**src/rtl/node_mac_serial.sv**
```systemverilog
// rtl/node_mac_serial.sv - serial signed MAC neuron: bias, round, ReLU, saturate to DW bits.
// Optional NODE_LEAKY_RELU_EN gives negative sums a rounded slope of 1/8 instead of zero.
module node_mac_serial #(
  parameter int N_IN = 10,
  parameter int DW   = 8,
  parameter int WW   = 8,
  parameter int FRAC = 6,
  parameter int ACCW = 23,
  parameter logic [N_IN*WW-1:0] WEIGHTS = 80'hD210FE1610FCE418F62C,
  parameter logic signed [ACCW-1:0] BIAS = -512
) (
  input  logic               clk,
  input  logic               reset,
  input  logic [N_IN*DW-1:0] in_data,
  input  logic               in_valid,
  output logic               in_ready,
  output logic [DW-1:0]      out_data,
  output logic               out_valid,
  input  logic               out_ready
);

  if (ACCW < DW + WW + $clog2(N_IN) + 1) begin : g_bad_accw
    $error("node_mac_serial: ACCW too small for N_IN/DW/WW");
  end

  localparam int IW = (N_IN > 1) ? $clog2(N_IN) : 1;
  localparam logic [IW-1:0] LAST = IW'(N_IN - 1);
  localparam logic signed [ACCW:0] HALF = (ACCW+1)'(2 ** (FRAC - 1));
  localparam logic signed [ACCW:0] MAXV = (ACCW+1)'(2 ** (DW - 1) - 1);
`ifdef NODE_LEAKY_RELU_EN
  localparam logic signed [ACCW:0] HALF_L = (ACCW+1)'(2 ** (FRAC + 2));
  localparam logic signed [ACCW:0] MINV   = (ACCW+1)'(-(2 ** (DW - 1)));
`endif

  typedef enum logic [1:0] {S_IDLE, S_MAC, S_ACT, S_OUT} state_t;

  state_t                  state_q, state_d;
  logic signed [ACCW-1:0]  acc_q, acc_d;
  logic [IW-1:0]           idx_q, idx_d;
  logic [N_IN*DW-1:0]      x_q, x_d;
  logic [DW-1:0]           out_data_q, out_data_d;
  logic                    out_valid_q, out_valid_d;
  logic                    in_ready_q, in_ready_d;

  logic signed [DW-1:0]    x_cur;
  logic signed [WW-1:0]    w_cur;
  logic signed [DW+WW-1:0] prod;
  logic signed [ACCW:0]    acc_ext, r_pos;
  logic [DW-1:0]           act;
`ifdef NODE_LEAKY_RELU_EN
  logic signed [ACCW:0]    r_neg;
`endif

  always_comb begin
    x_cur   = x_q[int'(idx_q)*DW +: DW];
    w_cur   = WEIGHTS[int'(idx_q)*WW +: WW];
    prod    = x_cur * w_cur;
    acc_ext = (ACCW+1)'(acc_q);
    r_pos   = (acc_ext + HALF) >>> FRAC;
    act     = (r_pos > MAXV) ? MAXV[DW-1:0] : r_pos[DW-1:0];
`ifdef NODE_LEAKY_RELU_EN
    r_neg   = (acc_ext + HALF_L) >>> (FRAC + 3);
    if (acc_q < 0) act = (r_neg < MINV) ? MINV[DW-1:0] : r_neg[DW-1:0];
`else
    if (acc_q < 0) act = '0;
`endif
  end

  always_comb begin
    state_d     = state_q;
    acc_d       = acc_q;
    idx_d       = idx_q;
    x_d         = x_q;
    out_data_d  = out_data_q;
    out_valid_d = out_valid_q;
    in_ready_d  = in_ready_q;
    case (state_q)
      S_IDLE: if (in_valid && in_ready_q) begin
        x_d        = in_data;
        acc_d      = BIAS;
        idx_d      = '0;
        in_ready_d = 1'b0;
        state_d    = S_MAC;
      end
      S_MAC: begin
        acc_d = acc_q + ACCW'(prod);
        idx_d = idx_q + IW'(1);
        if (idx_q == LAST) begin
          idx_d   = '0;
          state_d = S_ACT;
        end
      end
      S_ACT: begin
        out_data_d  = act;
        out_valid_d = 1'b1;
        state_d     = S_OUT;
      end
      S_OUT: if (out_ready) begin
        out_valid_d = 1'b0;
        in_ready_d  = 1'b1;
        state_d     = S_IDLE;
      end
      default: state_d = S_IDLE;
    endcase
  end

  always_ff @(posedge clk or negedge reset) begin
    if (!reset) begin
      state_q     <= S_IDLE;
      acc_q       <= '0;
      idx_q       <= '0;
      x_q         <= '0;
      out_data_q  <= '0;
      out_valid_q <= 1'b0;
      in_ready_q  <= 1'b1;
    end else begin
      state_q     <= state_d;
      acc_q       <= acc_d;
      idx_q       <= idx_d;
      x_q         <= x_d;
      out_data_q  <= out_data_d;
      out_valid_q <= out_valid_d;
      in_ready_q  <= in_ready_d;
    end
  end

  assign in_ready  = in_ready_q;
  assign out_data  = out_data_q;
  assign out_valid = out_valid_q;

endmodule

```
**config.mk**
```make
export PLATFORM = sky130hd
export DESIGN_NAME = node_mac_serial
export DESIGN_NICKNAME = d
export VERILOG_FILES = /design/src/rtl/node_mac_serial.sv
export SDC_FILE = /design/constraint.sdc
export NUM_CORES = 1
export LEC_CHECK = 0
export CORE_MARGIN = 4
export CORE_UTILIZATION = 40
export CTS_CLUSTER_DIAMETER = 80
export DETAILED_ROUTE_END_ITERATION = 8
export GPL_TIMING_DRIVEN = 0
export PLACE_DENSITY = 0.68
export SLEW_MARGIN = 20
export SYNTH_ARGS = -nofsm -noshare
export SYNTH_HDL_FRONTEND = slang
export SYNTH_SLANG_ARGS = --single-unit
```
**constraint.sdc**
```tcl
create_clock -name clk -period 7.15 [get_ports clk]
set_input_delay 1.0725 -clock clk [delete_from_list [all_inputs] [get_ports clk]]
set_output_delay 1.0725 -clock clk [all_outputs]
set_load 0.01 [all_outputs]
```
==> flow_summary.json <==
{
  "outcome": "finished clean",
  "final.setup.worst_slack_ps": 368,
  "cts_max_path_buffers": 2,
  "drt-wirelength-per-cell_um": 16.8,
  "finalWirelength_um": 21400,
  "hpwl_um": 16900,
  "yosysMostFrequentCell": "sky130_fd_sc_hd__inv_1",
  "timing.clock.skew_ps": 10.3,
  "synth_top_family_by_area": "adder cells",
  "grt_pass1_wl_um": 36700,
  "drive_gt1_share_pct": 18.2,
  "ys.flop_type": "sky130_fd_sc_hd__dfrtp_1",
  "htreeDepth": 4,
  "setup_viol": 0,
  "number_of_antenna_violations_at_the_first_check_in_global_routing": 1,
  "floorplan.initialDensity_pct": 40.8,
  "core_area_sq_um": 22800,
  "synth_warnings": 0,
  "drt_first_pass_iters": 5,
  "drv.max_cap_violation_count": 0,
  "worst_setup_path_start_kind": "register",
  "synth_compound_area_share_pct": 8.16,
  "syn_nets": 1077,
  "grt_overflow_total": 0,
  "final.fill_count": 2032,
  "achievable-frequency_ghz": 0.147,
  "die-area_sq_um": 25800,
  "clkSlewWorstSetupHoldPaths_ps": 70,
  "io_buffers": 93,
  "cts-buffers-inserted": 17,
  "topRoutingLayerUsed": "met4",
  "tritoncts": "done",
  "detail_route.drc_violations": 0,
  "wl_met3_um": 1050,
  "synthDominantAreaCellType": "sky130_fd_sc_hd__dfrtp_1",
  "dp_slack_ps": -573,
  "synth_async_sr_flop_share_pct": 100,
  "layout.nets": 1191,
  "dr_total_vias": 6484,
  "period_share_pct": 94.8,
  "syn_area_per_cell_sq_um": 11.1,
  "yosysSeqAreaShare_pct": 31.8,
  "cts-root-buf": "sky130_fd_sc_hd__clkbuf_16",
  "area.growth.synth_to_final_pct": 22.1,
  "synth.area.mux_share_pct": 15.1,
  "met2WireLength_um": 10800,
  "die-height_um": 161,
  "post_synth_and_or_nand_nor_area_fraction_pct": 7.89,
  "grt_use_total_pct": 17.8,
  "synth_top_cells_by_area": "sky130_fd_sc_hd__dfrtp_1, sky130_fd_sc_hd__fa_1, sky130_fd_sc_hd__mux2_2",
  "place.gp.congestion": 0.872,
  "cp_data_arrival_time_ps": 7100,
  "reg2reg_slack_ps": 370,
  "cp-end-kind": "register",
  "floorplan.rows": 55,
  "finalMaxSlewViolations": 0,
  "sequential_cell_area_sq_um": 2960,
  "drt_via_density": 5.09,
  "share_of_synthesized_cell_area_in_full_adder_half_adder_and_majority_cells_pct": 27.7,
  "clk_latency_ps": 420,
  "synth_edf_count": 0,
  "netlist-cell-type-count": 55,
  "number_of_global_route_vias_before_repair": 7165,
  "detail-route-antenna-nets": 0,
  "multi_input_logic_area_sq_um": 5800,
  "wirelength_met1_um": 9230,
  "final_number_of_hold_violating_endpoints": 0,
  "holdCritPathClass": "register to register",
  "netlist.area_leader.share_pct": 31.5,
  "pin_count": 94,
  "synth-seq-cells": 118,
  "grt_max_degree": 68,
  "synth-xor-area-share_pct": 2.81,
  "drt_first_iter_violations": 307,
  "count_of_mapped_cells_out_of_synthesis": 835,
  "timing_worst_slew_pin_value_ps": 811,
  "antenna-diode-count": 0,
  "mappedNetlistArea_sq_um": 9300,
  "criticalPathCategory": "register to register",
  "clock_sinks": 118,
  "critPathRequiredTime_ps": 7470,
  "netlist_top_cells_count": "sky130_fd_sc_hd__inv_1, sky130_fd_sc_hd__dfrtp_1, sky130_fd_sc_hd__mux2_2, sky130_fd_sc_hd__fa_1, sky130_fd_sc_hd__ha_1",
  "min_period_ps": 6780,
  "critical_path_peak_fanout": 19,
  "unrepaired_setup_endpoints_after_global_routing": "no",
  "die-width_um": 161,
  "timing.max_slew.rel_slack_pct": 45.9
}
cell families (layout without fill, tap and decap cells):
kind of cell	count (synthesis)	in the layout
adders and majority gates	158	158
buffers and inverters	156	283
and+or+nand+nor	150	150
DFF	118	118
AOI/OAI and AO/OA	115	115
muxes	109	109
xor gates and xnor gates	29	29
per-layer routing:
layer  GRT usage (%)  up-vias
li1                -     3062
met1            23.0     3254
met2            30.6      143
met3            3.31       25
met4            5.36        0
met5               0        -
repair_timing:
item	in CTS	in global routing
resized for setup	7	21
setup buffers	0	3
hold buffers	0	0
endpoints found under the setup margin	7	7
flip-flops by register name, indices dropped and copies added (netlist names):
register	cells
out_valid	1
acc_q	22
in_ready	1
out_data	8
state_q	2
idx_q	4
x_q	80
cell usage in the layout, fill, tap and decap left out, types with 3 or more instances in the layout:
master,netlist,routed
sky130_fd_sc_hd__inv_1,127,126
sky130_fd_sc_hd__dfrtp_1,117,116
sky130_fd_sc_hd__clkdlybuf4s50_1,0,92
sky130_fd_sc_hd__mux2_2,91,91
sky130_fd_sc_hd__fa_1,80,78
sky130_fd_sc_hd__ha_1,78,78
sky130_fd_sc_hd__nor2_1,52,51
sky130_fd_sc_hd__nand2_1,38,38
sky130_fd_sc_hd__a21oi_1,27,25
sky130_fd_sc_hd__o21ai_0,24,22
sky130_fd_sc_hd__xnor2_1,22,22
sky130_fd_sc_hd__clkbuf_16,0,17
sky130_fd_sc_hd__clkbuf_1,19,16
sky130_fd_sc_hd__mux4_2,16,16
sky130_fd_sc_hd__nor2b_1,13,13
sky130_fd_sc_hd__nand2b_1,11,10
sky130_fd_sc_hd__nand3_1,9,9
sky130_fd_sc_hd__buf_4,2,7
sky130_fd_sc_hd__a22o_1,7,7
sky130_fd_sc_hd__a31oi_1,7,7
sky130_fd_sc_hd__a22oi_1,9,6
sky130_fd_sc_hd__nor3_1,6,6
sky130_fd_sc_hd__xor2_1,6,6
sky130_fd_sc_hd__o22ai_1,5,5
sky130_fd_sc_hd__a21o_1,5,5
sky130_fd_sc_hd__inv_6,0,5
sky130_fd_sc_hd__and2_1,4,4
sky130_fd_sc_hd__buf_6,2,3
sky130_fd_sc_hd__a22oi_2,0,3
sky130_fd_sc_hd__a211oi_1,4,3
sky130_fd_sc_hd__a211o_1,3,3
sky130_fd_sc_hd__or3_1,3,3
sky130_fd_sc_hd__o211ai_1,3,3
sky130_fd_sc_hd__o2111ai_1,3,3
sky130_fd_sc_hd__and3_1,3,3
sky130_fd_sc_hd__inv_8,0,3
sky130_fd_sc_hd__clkinv_4,0,3
cell type report:
cell class / count / area share [%]
plain buffers: 27 / 1.23
clock inverters: 15 / 1.65
repair buffers: 97 / 8.64
multi-input cells: 561 / 51.0
flip-flops and latches: 118 / 26.0
well taps: 313 / 3.45
clock buffers: 17 / 3.74
inverters: 127 / 4.23
critical path, stage by stage (launching register included):
cell	delay, ps
sky130_fd_sc_hd__dfrtp_1	440
sky130_fd_sc_hd__buf_4	320
sky130_fd_sc_hd__mux4_2	380
sky130_fd_sc_hd__a221oi_1	730
sky130_fd_sc_hd__nor2_1	180
sky130_fd_sc_hd__and2_1	240
sky130_fd_sc_hd__fa_1	440
sky130_fd_sc_hd__inv_1	90
sky130_fd_sc_hd__fa_1	380
sky130_fd_sc_hd__inv_1	80
sky130_fd_sc_hd__fa_1	440
sky130_fd_sc_hd__fa_1	540
sky130_fd_sc_hd__inv_1	50
sky130_fd_sc_hd__fa_1	490
sky130_fd_sc_hd__inv_1	40
sky130_fd_sc_hd__ha_1	340
sky130_fd_sc_hd__nor2b_1	190
sky130_fd_sc_hd__o211ai_1	130
sky130_fd_sc_hd__a31o_2	310
sky130_fd_sc_hd__a211oi_4	270
sky130_fd_sc_hd__o2111ai_1	160
sky130_fd_sc_hd__mux2i_1	160
sky130_fd_sc_hd__a311oi_1	260
worst paths after layout:
check	startpoint	end	depth (start not counted)
setup / recovery	idx_q[1]	acc_q[21]	22
hold / removal	x_q[70]	x_q[70]	1
setup reg to reg	idx_q[1]	acc_q[21]	22
hold reg to reg	x_q[70]	x_q[70]	1
max in group asynchronous	reset	in_ready	2
min in group asynchronous	reset	x_q[28]	1
stage by stage:
step                      setup TNS, ps  utilization [%]  cells  hold slack (ps)  area, sq um
final                                 0             49.9   1275              503        11400
after CTS                             0             49.5   1273              502        11300
after global routing                  0             49.9   1275              519        11400
after floorplan                       0                -    835              456         9300
after detailed placement          -2180             46.8   1242              488        10700
after global placement            -1720             46.7   1241              484        10600
Power is not shown: default switching activity piles up to over one toggle a cycle in this logic, so the estimate is an artifact.
